===== config.mk =====
export PLATFORM = sky130hd
export DESIGN_NAME = fetch_unit
export DESIGN_NICKNAME = d
export VERILOG_FILES = /design/src/rtl/fetch_unit.sv
export SDC_FILE = /design/constraint.sdc
export NUM_CORES = 1
export LEC_CHECK = 0
export CORE_UTILIZATION = 41
export CTS_BUF_LIST = sky130_fd_sc_hd__clkbuf_8 sky130_fd_sc_hd__clkbuf_16
export DETAILED_ROUTE_END_ITERATION = 8
export GPL_TIMING_DRIVEN = 0
export PLACE_DENSITY = 0.8
export SLEW_MARGIN = 20
export SYNTH_ARGS = -nofsm -noshare
export SYNTH_HDL_FRONTEND = slang
export SYNTH_SLANG_ARGS = --single-unit

===== constraint.sdc =====
create_clock -name clk -period 2 [get_ports clk]
set_input_delay 0.4 -clock clk [delete_from_list [all_inputs] [get_ports clk]]
set_output_delay 0.4 -clock clk [all_outputs]
set_load 0.03 [all_outputs]

===== src/rtl/fetch_unit.sv =====
// Fetch stage: drives the program counter to a combinational instruction memory,
// captures the returned word into an IR and hands it to decode over valid/ready.
module fetch_unit #(
  parameter int INSTRUCTION_WIDTH = 40,
  parameter int PC_WIDTH          = 5,
  parameter int RESET_PC          = 0
) (
  input  logic                         clk,
  input  logic                         rst_n,
  input  logic                         run_i,
  input  logic                         halt_i,
  input  logic                         jump_en_i,
  input  logic [PC_WIDTH-1:0]          jump_addr_i,
  output logic [PC_WIDTH-1:0]          pc_o,
  input  logic [INSTRUCTION_WIDTH-1:0] instr_i,
  output logic [INSTRUCTION_WIDTH-1:0] ir_o,
  output logic [PC_WIDTH-1:0]          ir_pc_o,
  output logic                         ir_valid_o,
  input  logic                         ir_ready_i,
  output logic [1:0]                   state_o
);

  localparam logic [1:0] S_IDLE = 2'b00;
  localparam logic [1:0] S_RUN  = 2'b01;
  localparam logic [1:0] S_HALT = 2'b10;

  logic [1:0]                   state_q, state_d;
  logic [PC_WIDTH-1:0]          pc_q, pc_d;
  logic [PC_WIDTH-1:0]          ir_pc_q, ir_pc_d;
  logic [INSTRUCTION_WIDTH-1:0] ir_q, ir_d;
  logic                         ir_valid_q, ir_valid_d;
  logic                         consume, load_ok;

  assign consume = ir_valid_q & ir_ready_i;
  assign load_ok = ~ir_valid_q | ir_ready_i;

  always_ff @(posedge clk or negedge rst_n) begin
    if (!rst_n) state_q <= S_IDLE;
    else        state_q <= state_d;
  end

  always_comb begin
    state_d = state_q;
    case (state_q)
      S_IDLE: if (!jump_en_i && run_i) state_d = S_RUN;
      S_RUN: begin
        if (halt_i)         state_d = S_HALT;
        else if (jump_en_i) state_d = S_RUN;
        else if (!run_i)    state_d = S_IDLE;
      end
      S_HALT: if (jump_en_i) state_d = S_RUN;
      default: state_d = S_IDLE;
    endcase
  end

  // Datapath next-state; a jump always flushes, which also retires any IR in flight.
  always_comb begin
    pc_d       = pc_q;
    ir_d       = ir_q;
    ir_pc_d    = ir_pc_q;
    ir_valid_d = ir_valid_q & ~consume;
    case (state_q)
      S_IDLE: begin
        if (jump_en_i) begin
          pc_d       = jump_addr_i;
          ir_valid_d = 1'b0;
        end
      end
      S_RUN: begin
        if (halt_i) begin
          ir_valid_d = 1'b0;
        end else if (jump_en_i) begin
          pc_d       = jump_addr_i;
          ir_valid_d = 1'b0;
        end else if (run_i && load_ok) begin
          ir_d       = instr_i;
          ir_pc_d    = pc_q;
          ir_valid_d = 1'b1;
          pc_d       = pc_q + PC_WIDTH'(1);
        end
      end
      S_HALT: begin
        ir_valid_d = 1'b0;
        if (jump_en_i) pc_d = jump_addr_i;
      end
      default: ir_valid_d = 1'b0;
    endcase
  end

  always_ff @(posedge clk or negedge rst_n) begin
    if (!rst_n) begin
      pc_q       <= PC_WIDTH'(RESET_PC);
      ir_q       <= '0;
      ir_pc_q    <= '0;
      ir_valid_q <= 1'b0;
    end else begin
      pc_q       <= pc_d;
      ir_q       <= ir_d;
      ir_pc_q    <= ir_pc_d;
      ir_valid_q <= ir_valid_d;
    end
  end

  assign pc_o       = pc_q;
  assign ir_o       = ir_q;
  assign ir_pc_o    = ir_pc_q;
  assign ir_valid_o = ir_valid_q;
  assign state_o    = state_q;

endmodule


Word-level counts from Yosys, hierarchy flattened --
Index checks and enable logic that the tools add are counted. W data, S select, Z words.
Cells by class: bitwise operators 7, equality and inequality tests 8, muxes and demuxes 16, reductions and logical operators 9, add/sub/neg operators 1
Operators by type and width (count):
- $mux W5 | 4
- $mux W2 | 5
- $pmux W5 S2 | 1
- $reduce_and A4 Y1 | 2
- $ne A2 B2 Y1 const B | 3
- $pmux W2 S3 | 1
- $add A5 B1 Y5 const B | 1
- $mux W1 | 4
- $ne A4 B4 Y1 const B | 1
- $not A1 Y1 | 4
- $ne A3 B3 Y1 const B | 1
- $reduce_and A3 Y1 | 1
- $and A1 B1 Y1 | 2
- $eq A2 B1 Y1 const B | 1
- $eq A2 B2 Y1 const B | 1
- $logic_and A1 B1 Y1 | 2
- $logic_not A2 Y1 | 1
- $ne A2 B1 Y1 const B | 1
- $pmux W1 S2 | 1
- $reduce_bool A2 Y1 | 1
- $reduce_or A2 Y1 | 1
- $logic_not A1 Y1 | 1
- $or A1 B1 Y1 | 1
Word-level totals: input port bits 51, register bits 53, word-level logic and storage cells 46

Depth between registers and ports, before layout --
Gate-level depths: netlist of run 1.
depth in word-level cells 7, mapped depth 6, gate-level depth less buffers 5

Least setup slack after synthesis of run 1 --
OpenSTA, ideal clock, no wires.
kind register to register, from register state_q[0], in the netlist state_o[0], to register ir_q[13], in the netlist ir_o[13], clock period less this slack 1829 ps, path buffers 2, setup time 125 ps, slack 171 ps, arrival 1704 ps, stages on the path, launching flop included 6, cell sequence dfrtp_1 -> buf_6 -> nand3_2 -> nor4_4 -> buf_6 -> mux2_4
On the way: longest elaborated chain between the ends 2
RTL lines:
- from (decl) | RTL line 27 | logic [1:0] state_q, state_d;
- from (signal assigned) | RTL line 39 | else state_q <= state_d;
- $eq A2 B1 Y1 | RTL line 62 | case (state_q)
- $reduce_and A4 Y1 (no source line)
- to (signal assigned) | RTL line 98 | ir_q <= ir_d;
- to (decl) | RTL line 30 | logic [INSTRUCTION_WIDTH-1:0] ir_q, ir_d;
No other way between the ends. A chain may end at the register's enable or synchronous reset.

Final worst setup path of run 1 --
from register state_q[1], in the netlist state_o[1], to output port state_o[1]
RTL lines:
- to (decl) | RTL line 20 | output logic [1:0] state_o
No word-level cell between the ends.

==> results of run 1 <==
[final timing paths]
| kind | startpoint | cells past startpoint | to |
|---|---|---|---|
| max | state_o[1]$_DFFE_PN0P_ | 1 | state_o[1] |
| min | rst_n | 1 | ir_o[7]$_DFFE_PN0P_ |
| max reg2reg | state_o[1]$_DFFE_PN0P_ | 3 | pc_o[1]$_DFFE_PN0P_ |
| min reg2reg | ir_pc_o[1]$_DFFE_PN0P_ | 1 | ir_pc_o[1]$_DFFE_PN0P_ |
| max in group asynchronous | rst_n | 1 | ir_pc_o[0]$_DFFE_PN0P_ |
| min in group clk | jump_en_i | 2 | state_o[1]$_DFFE_PN0P_ |
[through the flow]
step	cells	setup slack, ns	power (mW)
3_5_place_dp	317	-0.382	5.02
5_1_grt	327	0.00488	5.91
6_report	327	0.0588	5.59
3_3_place_gp	317	-1.07	4.96
4_1_cts	327	0.0360	5.65
2_1_floorplan	145	0.171	3.68
[layout make-up]
cell class / count / area, µm²
buffer: 7 / 68.8
clock buffer: 5 / 68.8
clock inverter: 3 / 22.5
fill: 426 / 1720
inverter: 2 / 7.51
multi-input combinational: 83 / 808
sequential: 53 / 1330
tap: 70 / 87.6
timing repair buffer: 104 / 1030
[what timing repair did]
action                                  CTS  global route
endpoints found under the setup margin   40             1
pin swaps                                 1             0
resized for setup                         0             1
buffers inserted                          2             0
[layout by cell type, fill, tap and decap left out, types with 2 or more instances in the layout]
cell type,n
nand2b_1,2
a31oi_1,3
dfrtp_1,53
clkdlybuf4s50_1,101
mux2_2,37
inv_1,2
nand3_1,3
buf_4,4
clkbuf_8,5
nand2_1,6
clkinv_4,2
mux2_4,10
a31o_2,2
buf_6,5
a21oi_1,3
o22ai_1,3
[sequential cells by signal, summed over array words and instances, names as in the netlist]
name,flops
ir_o,40
ir_valid_o,1
pc_o,5
ir_pc_o,5
state_o,2
[power by group through the flow]
stage	registers, mW	logic (mW)	clock network [mW]
detailed placement	1.93	3.09	0
global route	1.99	3.25	0.672
CTS	1.91	3.11	0.629
global placement	1.90	3.06	0
finish	1.91	3.08	0.609
floorplan	2.94	0.734	0
[worst reg2reg max path, stage by stage (launching register included)]
cell and delay, ns:
dfrtp_1 0.48, o21ai_1 0.38, and2_0 0.33, mux2_2 0.38
[cells by family after synthesis]
kind of cell,count (synthesis)
simple gates,19
mux,48
buf+inv,9
fa+ha+maj,1
compound gates,15
flops,53
[metal layers]
| metal | GRT usage, % | part of all wire [%] | up-vias |
|---|---|---|---|
| met1 | 20.7 | 40 | 754 |
| met4 | 5.97 | 1.2 | 0 |
| met5 | 0 | 0 | - |
| met2 | 27.6 | 46 | 82 |
| li1 | - | - | 744 |
| met3 | 8.73 | 13 | 7 |
==> impl_metrics.json, run 1 <==
{
  "period_share_pct": 97.1,
  "internal_power_mw": 3.32,
  "p_sw_mw": 2.28,
  "synthTopCellsByArea": "dfrtp_1 60%, mux2_2 19%, mux2_4 6.8%",
  "setup_viol_count_final": 0,
  "dieArea_um2": 5690,
  "detail-route-antenna-nets": 0,
  "synth_seq_cells": 53,
  "synth_xor_area_share_pct": 0,
  "drtIter0Drc": 47,
  "synth_commonest_cells": "53 x dfrtp_1, 37 x mux2_2, 10 x mux2_4",
  "finalHoldViolCount": 0,
  "antenna_found_initial": 0,
  "swShare_pct": 40.7,
  "arrival_ns": 1.54,
  "period_minus_slack_ns": 1.94,
  "path_class": "flop to output port",
  "placed_cell_area_um2": 3320,
  "syn_area_um2": 2210,
  "muxShareOfSynthArea_pct": 26.1,
  "fin_area_um2": 3420,
  "clk_path_buf_depth": 2,
  "cts_buffers": 5,
  "post-synth-top-count-cell": "dfrtp_1",
  "synth_compound_area_share_pct": 4.53,
  "combPwrFrac_pct": 55.0,
  "routed_wl_um": 4740,
  "synth_warnings": 0,
  "h-tree-depth": 2,
  "netlist_instances": 145,
  "path_clk_slew_ns": 0.10,
  "cpPeakStageDelay_ns": 0.73,
  "max_freq_mhz": 515,
  "pwr-share-clk_pct": 10.9,
  "io_buffers": 102,
  "routedWlPerCell_um": 14.5,
  "drive_gt1_share_pct": 27.2,
  "syn_area_per_cell_um2": 15.2,
  "worstMarginPinSlew_ns": 0.638,
  "postSynthNetCount": 197,
  "hpwlAfterDp_um": 3550,
  "cp_top_family": "buffers and inverters",
  "critical_path_required_ns": 1.60,
  "fin_tns_setup_ns": 0,
  "drt_pre_antenna_iters": 4,
  "io_pins": 104,
  "r2r_setup_slack_ns": 0.33,
  "final_util_pct": 66.6,
  "drv_slew": 0,
  "synth_edf_count": 0,
  "skew_ns": 0.00791,
  "critPathMaxFanout": 7,
  "via_per_inst": 4.85,
  "synth_top_area_share_pct": 60.0,
  "hp-class": "input port to async pin",
  "p_seq_share_pct": 34.1,
  "layout.nets": 308,
  "die_y_um": 75.4,
  "status": "finished clean",
  "first_global_vias": 1603,
  "insertion_delay_ns": 0.31,
  "yosysTopAreaCell": "dfrtp_1",
  "area_growth_syn_to_layout_pct": 54.8,
  "cp_num_buf_inv": 1,
  "max_cap_violations": 0,
  "maxSlewHeadroom_pct": 57.5,
  "grt_pass1_wl_um": 7340,
  "irDropWorstVdd_v": 0.000903,
  "initial_core_util_pct": 43.0,
  "yosys.area_share.simple_pct": 5.38,
  "synth_ff_type": "dfrtp_1",
  "ys_types": 28,
  "holdWs_ns": 0.107,
  "cts-root-buf": "clkbuf_8",
  "grt_max_degree": 54,
  "clock_sinks": 53,
  "gp_congestion": 0.775,
  "cts_tree": "done",
  "vias": 1587,
  "crit_chain": "clkdlybuf4s50_1",
  "slowest_stage": "clkdlybuf4s50_1",
  "coreArea_um2": 5140,
  "synth_top_family_by_area": "multiplexers",
  "p_leak_nw": 1.42,
  "grt_usage_pct": 17.4,
  "rows": 26,
  "ys_async_sr_fraction_pct": 100,
  "antenna_cells": 0,
  "rsz0062_at_grt": "no",
  "overflow": 0,
  "ctsHoldBuffers": 0,
  "p_per_area_nw_per_um2": 1630,
  "end_kind": "output port",
  "synthAdderAreaFrac_pct": 0.566,
  "ys_seq_area_share_pct": 60.0,
  "route.detailed.drc": 0,
  "startpoint_type": "flop",
  "die_x_um": 75.4
}
Power figures use the tool's default switching activity.
==> inputs of run 2 (changes only) <==
--- a/config.mk
+++ b/config.mk
@@ -5,11 +5,12 @@
 export SDC_FILE = /design/constraint.sdc
 export NUM_CORES = 1
 export LEC_CHECK = 0
-export CORE_UTILIZATION = 41
+export ABC_AREA = 1
+export CORE_UTILIZATION = 43
 export CTS_BUF_LIST = sky130_fd_sc_hd__clkbuf_8 sky130_fd_sc_hd__clkbuf_16
 export DETAILED_ROUTE_END_ITERATION = 8
 export GPL_TIMING_DRIVEN = 0
-export PLACE_DENSITY = 0.8
+export PLACE_DENSITY = 0.81
 export SLEW_MARGIN = 20
 export SYNTH_ARGS = -nofsm -noshare
 export SYNTH_HDL_FRONTEND = slang
==> run 2 against run 1 <==
Compared with the run above:
- final area up 7.8%
- core utilization about the same
- largest power group unchanged
- wire length up 12%
- hold slack better by 0.015 ns
- first-iteration DRC count up 49%
- cell count up 37%
- non-clock buffer count up 2
- flip-flop and latch count unchanged
- clock skew down 0.00089 ns
- sequential power about the same
- power up 2.1%
==> impl_metrics.json, run 2 <==
{
  "io_pins": 104,
  "path_class": "flop to output port",
  "r2r-start": "state_o[0]$_DFFE_PN0P_",
  "p_seq_share_pct": 33.4,
  "routed_wl_um": 5330,
  "slowest_stage": "clkdlybuf4s50_1",
  "worstMarginPinSlew_ns": 0.663,
  "ys_async_sr_fraction_pct": 100,
  "rsz0062_at_grt": "no",
  "cts_buffers": 5,
  "first_global_vias": 1867,
  "rows": 27,
  "muxShareOfSynthArea_pct": 0,
  "post_cts_resized": 0,
  "clock_sinks": 53,
  "setup_viol_count_final": 0,
  "post-synth-top-count-cell": "nand2_1",
  "end_kind": "output port",
  "critical_path_required_ns": 1.60,
  "coreArea_um2": 5540,
  "critPathMaxFanout": 7,
  "drt_pre_antenna_iters": 4,
  "startpoint_type": "flop",
  "detail-route-antenna-nets": 0,
  "maxSlewHeadroom_pct": 55.8,
  "synth_ff_type": "dfrtp_1",
  "synth_seq_cells": 53,
  "synthAdderAreaFrac_pct": 0.503,
  "rr_endpoint": "ir_o[4]$_DFFE_PN0P_",
  "largest_register_ffs": 40,
  "yosysTopAreaCell": "dfrtp_1",
  "overflow": 0,
  "netlist_instances": 265,
  "synthTopCellsByArea": "dfrtp_1 53%, o21ai_2 16%, nand2_1 11%",
  "routedWlPerCell_um": 11.9,
  "layout.nets": 427,
  "crit_chain": "clkdlybuf4s50_1",
  "p_leak_nw": 1.82,
  "skew_ns": 0.00703,
  "fin_area_um2": 3690,
  "period_share_pct": 94.5,
  "combPwrFrac_pct": 56.6,
  "initial_core_util_pct": 44.9,
  "multi_input_area_um2": 862,
  "crit_end": "pc_o[0]",
  "r2r_setup_slack_ns": 0.57,
  "syn_area_per_cell_um2": 9.39,
  "syn_area_um2": 2490,
  "path_clk_slew_ns": 0.09,
  "hp-class": "input port to async pin",
  "via_per_inst": 4.58,
  "status": "finished clean",
  "internal_power_mw": 3.18,
  "antenna_found_initial": 0,
  "synth_edf_count": 0,
  "hpwlAfterDp_um": 3930,
  "cpPeakStageDelay_ns": 0.72,
  "p_per_area_nw_per_um2": 1550,
  "swShare_pct": 44.3,
  "final_common_cell": "clkdlybuf4s50_1",
  "grt_usage_pct": 18.1,
  "io_buffers": 103,
  "finalHoldViolCount": 0,
  "placed_cell_area_um2": 3610,
  "gp_congestion": 0.810,
  "max_cap_violations": 0,
  "area_growth_syn_to_layout_pct": 48.3,
  "yosys.area_share.simple_pct": 16.0,
  "drive_gt1_share_pct": 17.6,
  "total_power_mw": 5.71,
  "vias": 2054,
  "synth_top_family_by_area": "compound AO/OA/AOI/OAI gates",
  "dieArea_um2": 6100,
  "antenna_cells": 0,
  "postSynthNetCount": 317,
  "post_cts_buffers": 0,
  "die_x_um": 78.1,
  "synth_compound_area_share_pct": 17.7,
  "max_freq_mhz": 529,
  "ctsHoldBuffers": 0,
  "cp_num_cells": 1,
  "pwr-share-clk_pct": 9.9,
  "synth_warnings": 0,
  "drtIter0Drc": 70,
  "drv_slew": 0,
  "ys_types": 18,
  "synth_top_area_share_pct": 53.3,
  "insertion_delay_ns": 0.30,
  "ys_seq_area_share_pct": 53.3,
  "grt_pass1_wl_um": 8640,
  "cp_num_buf_inv": 1,
  "arrival_ns": 1.49,
  "grt_max_degree": 54,
  "clk_path_buf_depth": 2,
  "fillers": 476,
  "die_y_um": 78.1,
  "crit_start": "pc_o[0]$_DFFE_PN0P_",
  "cts-root-buf": "clkbuf_8",
  "cp_top_family": "buffers and inverters",
  "irDropWorstVdd_v": 0.000807,
  "cts_tree": "done",
  "period_minus_slack_ns": 1.89,
  "p_sw_mw": 2.53,
  "synth_commonest_cells": "71 x nand2_1, 53 x dfrtp_1, 51 x inv_1",
  "synth_xor_area_share_pct": 0.352,
  "final_cell_mix": "102 x clkdlybuf4s50_1, 71 x nand2_1, 53 x inv_1, 53 x dfrtp_1, 45 x o21ai_2",
  "route.detailed.drc": 0,
  "seq_area_um2": 1330,
  "h-tree-depth": 2,
  "reg2reg_depth": 6
}
-- run 2: changes by cell type after synthesis, moves of 4 or more --
cell     previous run  this run
o21ai_0             1         8
nor2_1              1         9
inv_1               2        51
mux2_2             37         0
o21ai_2             0        45
nand2_1             6        71
nand3_1             3         8
mux2_4             10         0
buf_6               5         9
-- run 2: worst min path at each step --
stage | start | depth (start not counted) | endpoint | slack (ns)
finish | rst_n | 1 | ir_o[35]$_DFFE_PN0P_ | 0.12
global route | rst_n | 1 | ir_o[34]$_DFFE_PN0P_ | 0.17
CTS | rst_n | 1 | ir_o[34]$_DFFE_PN0P_ | 0.15
detailed placement | ir_o[21]$_DFFE_PN0P_ | 2 | ir_o[21]$_DFFE_PN0P_ | 0.47
global placement | ir_o[20]$_DFFE_PN0P_ | 2 | ir_o[20]$_DFFE_PN0P_ | 0.46
floorplan | rst_n | 0 | ir_o[0]$_DFFE_PN0P_ | 0.10
-- run 2: final cells by class --
type | instances | area share, %
tap | 72 | 2.44
sequential | 53 | 35.9
timing repair buffer | 103 | 27.9
buffer | 10 | 2.85
inverter | 52 | 5.29
clock inverter | 3 | 0.407
clock buffer | 5 | 1.86
multi-input combinational | 150 | 23.4
-- run 2: per-stage QoR --
stage	hold WS (ns)	setup slack (ns)	utilization (%)	TNS, ns	cells
floorplan	0.104	0.547	-	0	265
global placement	0.463	-1.07	65.2	-56.61	440
detailed placement	0.466	0.104	65.1	0	440
CTS	0.151	0.0928	66.6	0	448
global route	0.171	0.0421	66.6	0	448
finish	0.122	0.110	66.6	0	448
-- run 2: logic make-up (layout without fill, tap and decap cells) --
group	after synthesis	count (layout)
adders and majority gates	1	1
and+or+nand+nor	94	94
AOI/OAI and AO/OA	54	54
xor gates and xnor gates	1	1
DFF	53	53
buffers and inverters	62	173
-- run 2: power by group through the flow --
stage / Sequential, mW / Combinational (mW) / Clock, mW
after CTS: 1.91 / 3.27 / 0.590
after global placement: 1.92 / 3.20 / 0
after floorplan: 2.91 / 0.919 / 0
after detailed placement: 1.93 / 3.26 / 0
after global routing: 1.98 / 3.44 / 0.638
final: 1.91 / 3.23 / 0.566
-- run 2: per-layer routing --
| layer | global-route usage [%] | part of all wire, % |
|---|---|---|
| met3 | 5.47 | 6.7 |
| met2 | 30.4 | 50 |
| met4 | 4.44 | 0.56 |
| met1 | 22.8 | 43 |
| met5 | 0 | 0 |
==> inputs of run 3 (changes only) <==
--- a/config.mk
+++ b/config.mk
@@ -10,6 +10,7 @@
 export CTS_BUF_LIST = sky130_fd_sc_hd__clkbuf_8 sky130_fd_sc_hd__clkbuf_16
 export DETAILED_ROUTE_END_ITERATION = 8
 export GPL_TIMING_DRIVEN = 0
+export MAX_ROUTING_LAYER = met4
 export PLACE_DENSITY = 0.81
 export SLEW_MARGIN = 20
 export SYNTH_ARGS = -nofsm -noshare
==> run 3 against run 2 <==
Compared with the run above:
- final area did not move
- combinational power barely moved
- global-route usage rose by 0.44 points
- clock skew rose by 0.0023 ns
- sequential share of layout area did not move
- highest routed layer unchanged
- non-clock buffer count did not move
- clock power barely moved
- fmax barely moved
- flip-flop and latch count did not move
- first-iteration DRC count fell by 1.4%
- via count fell by 0.19%
==> impl_metrics.json, run 3 (synthesis results as in run 2) <==
{
  "maxSlewHeadroom_pct": 55.9,
  "coreArea_um2": 5540,
  "final_common_cell": "clkdlybuf4s50_1",
  "final_cell_mix": "102 x clkdlybuf4s50_1, 71 x nand2_1, 53 x inv_1, 53 x dfrtp_1, 45 x o21ai_2",
  "path_class": "flop to output port",
  "crit_end": "pc_o[0]",
  "drtIter0Drc": 69,
  "crit_start": "pc_o[0]$_DFFE_PN0P_",
  "cp_top_family": "buffers and inverters",
  "drt_pre_antenna_iters": 4,
  "post_cts_buffers": 0,
  "p_per_area_nw_per_um2": 1550,
  "arrival_ns": 1.49,
  "fin_cells": 448,
  "finalHoldViolCount": 0,
  "cpPeakStageDelay_ns": 0.72,
  "overflow": 0,
  "layout.nets": 427,
  "vias": 2050,
  "area_growth_syn_to_layout_pct": 48.3,
  "die_y_um": 78.1,
  "critical_path_required_ns": 1.60,
  "grt_pass1_wl_um": 8650,
  "path_clk_slew_ns": 0.09,
  "p_leak_nw": 1.82,
  "rr_endpoint": "ir_o[4]$_DFFE_PN0P_",
  "io_buffers": 103,
  "setup_viol_count_final": 0,
  "reg2reg_depth": 6,
  "routed_wl_um": 5300,
  "die_x_um": 78.1,
  "period_share_pct": 94.5,
  "slowest_stage": "clkdlybuf4s50_1",
  "r2r_setup_slack_ns": 0.57,
  "insertion_delay_ns": 0.30,
  "placedCellCount": 440,
  "hpwlAfterDp_um": 3930,
  "routedWlPerCell_um": 11.8,
  "crit_chain": "clkdlybuf4s50_1",
  "cp_num_cells": 1,
  "max_freq_mhz": 529,
  "startpoint_type": "flop",
  "irDropWorstVdd_v": 0.000806,
  "largest_register_ffs": 40,
  "route.detailed.drc": 0,
  "antenna_cells": 0,
  "period_minus_slack_ns": 1.89,
  "r2r-start": "state_o[0]$_DFFE_PN0P_",
  "post_cts_resized": 0,
  "gp_congestion": 0.822,
  "cts_tree": "done",
  "fillers": 476,
  "grt_usage_pct": 18.5,
  "cts_buffers": 5,
  "detail-route-antenna-nets": 0,
  "clock_sinks": 53,
  "end_kind": "output port",
  "max_cap_violations": 0,
  "drive_gt1_share_pct": 17.6,
  "rows": 27,
  "grt_max_degree": 54,
  "worstMarginPinSlew_ns": 0.661,
  "antenna_found_initial": 0,
  "via_per_inst": 4.58,
  "cp_num_buf_inv": 1,
  "rsz0062_at_grt": "no",
  "drv_slew": 0,
  "first_global_vias": 1866,
  "ctsHoldBuffers": 0,
  "skew_ns": 0.00937,
  "hp-class": "input port to async pin",
  "critPathMaxFanout": 7,
  "io_pins": 104,
  "clk_path_buf_depth": 2,
  "status": "finished clean",
  "holdWs_ns": 0.120,
  "cts-root-buf": "clkbuf_8",
  "h-tree-depth": 2,
  "dieArea_um2": 6100,
  "initial_core_util_pct": 44.9
}
## run 3: layout make-up
cell class / instances / area (µm²) / area share, %
sequential: 53 / 1330 / 35.9
timing repair buffer: 103 / 1030 / 27.9
multi-input combinational: 150 / 862 / 23.4
inverter: 52 / 195 / 5.29
buffer: 10 / 105 / 2.85
tap: 72 / 90.1 / 2.44
clock buffer: 5 / 68.8 / 1.86
clock inverter: 3 / 15.0 / 0.407
## run 3: worst min-delay path by stage
stage	startpoint	endpoint
3_5_place_dp	ir_o[21]$_DFFE_PN0P_	ir_o[21]$_DFFE_PN0P_
5_1_grt	rst_n	ir_o[24]$_DFFE_PN0P_
6_report	rst_n	ir_o[35]$_DFFE_PN0P_
3_3_place_gp	ir_o[20]$_DFFE_PN0P_	ir_o[20]$_DFFE_PN0P_
4_1_cts	rst_n	ir_o[34]$_DFFE_PN0P_
2_1_floorplan	rst_n	ir_o[0]$_DFFE_PN0P_
## run 3: stage by stage
step                power (mW)  instance area (µm²)  util (%)  setup TNS [ns]  worst slack [ns]
finish                    5.71                 3690      66.6               0             0.111
global route              6.05                 3690      66.6               0            0.0469
CTS                       5.77                 3690      66.6               0            0.0928
detailed placement        5.18                 3610      65.1               0             0.104
global placement          5.12                 3610      65.2          -56.61             -1.07
floorplan                 3.83                 2490         -               0             0.547
## run 3: power breakdown
part / switching, mW / total, mW / internal (mW)
clock: 0.326 / 0.564 / 0.238
combinational: 1.87 / 3.23 / 1.37
sequential: 0.335 / 1.91 / 1.57
## run 3: layer usage
metal	GRT usage (%)	up-vias	wire length (µm)	share of wire (%)
met3	5.00	8	361	6.8
met2	30.4	65	2620	49
met4	4.44	0	61	1.2
met5	-	-	0	0
li1	-	1033	-	-
met1	22.9	944	2260	43
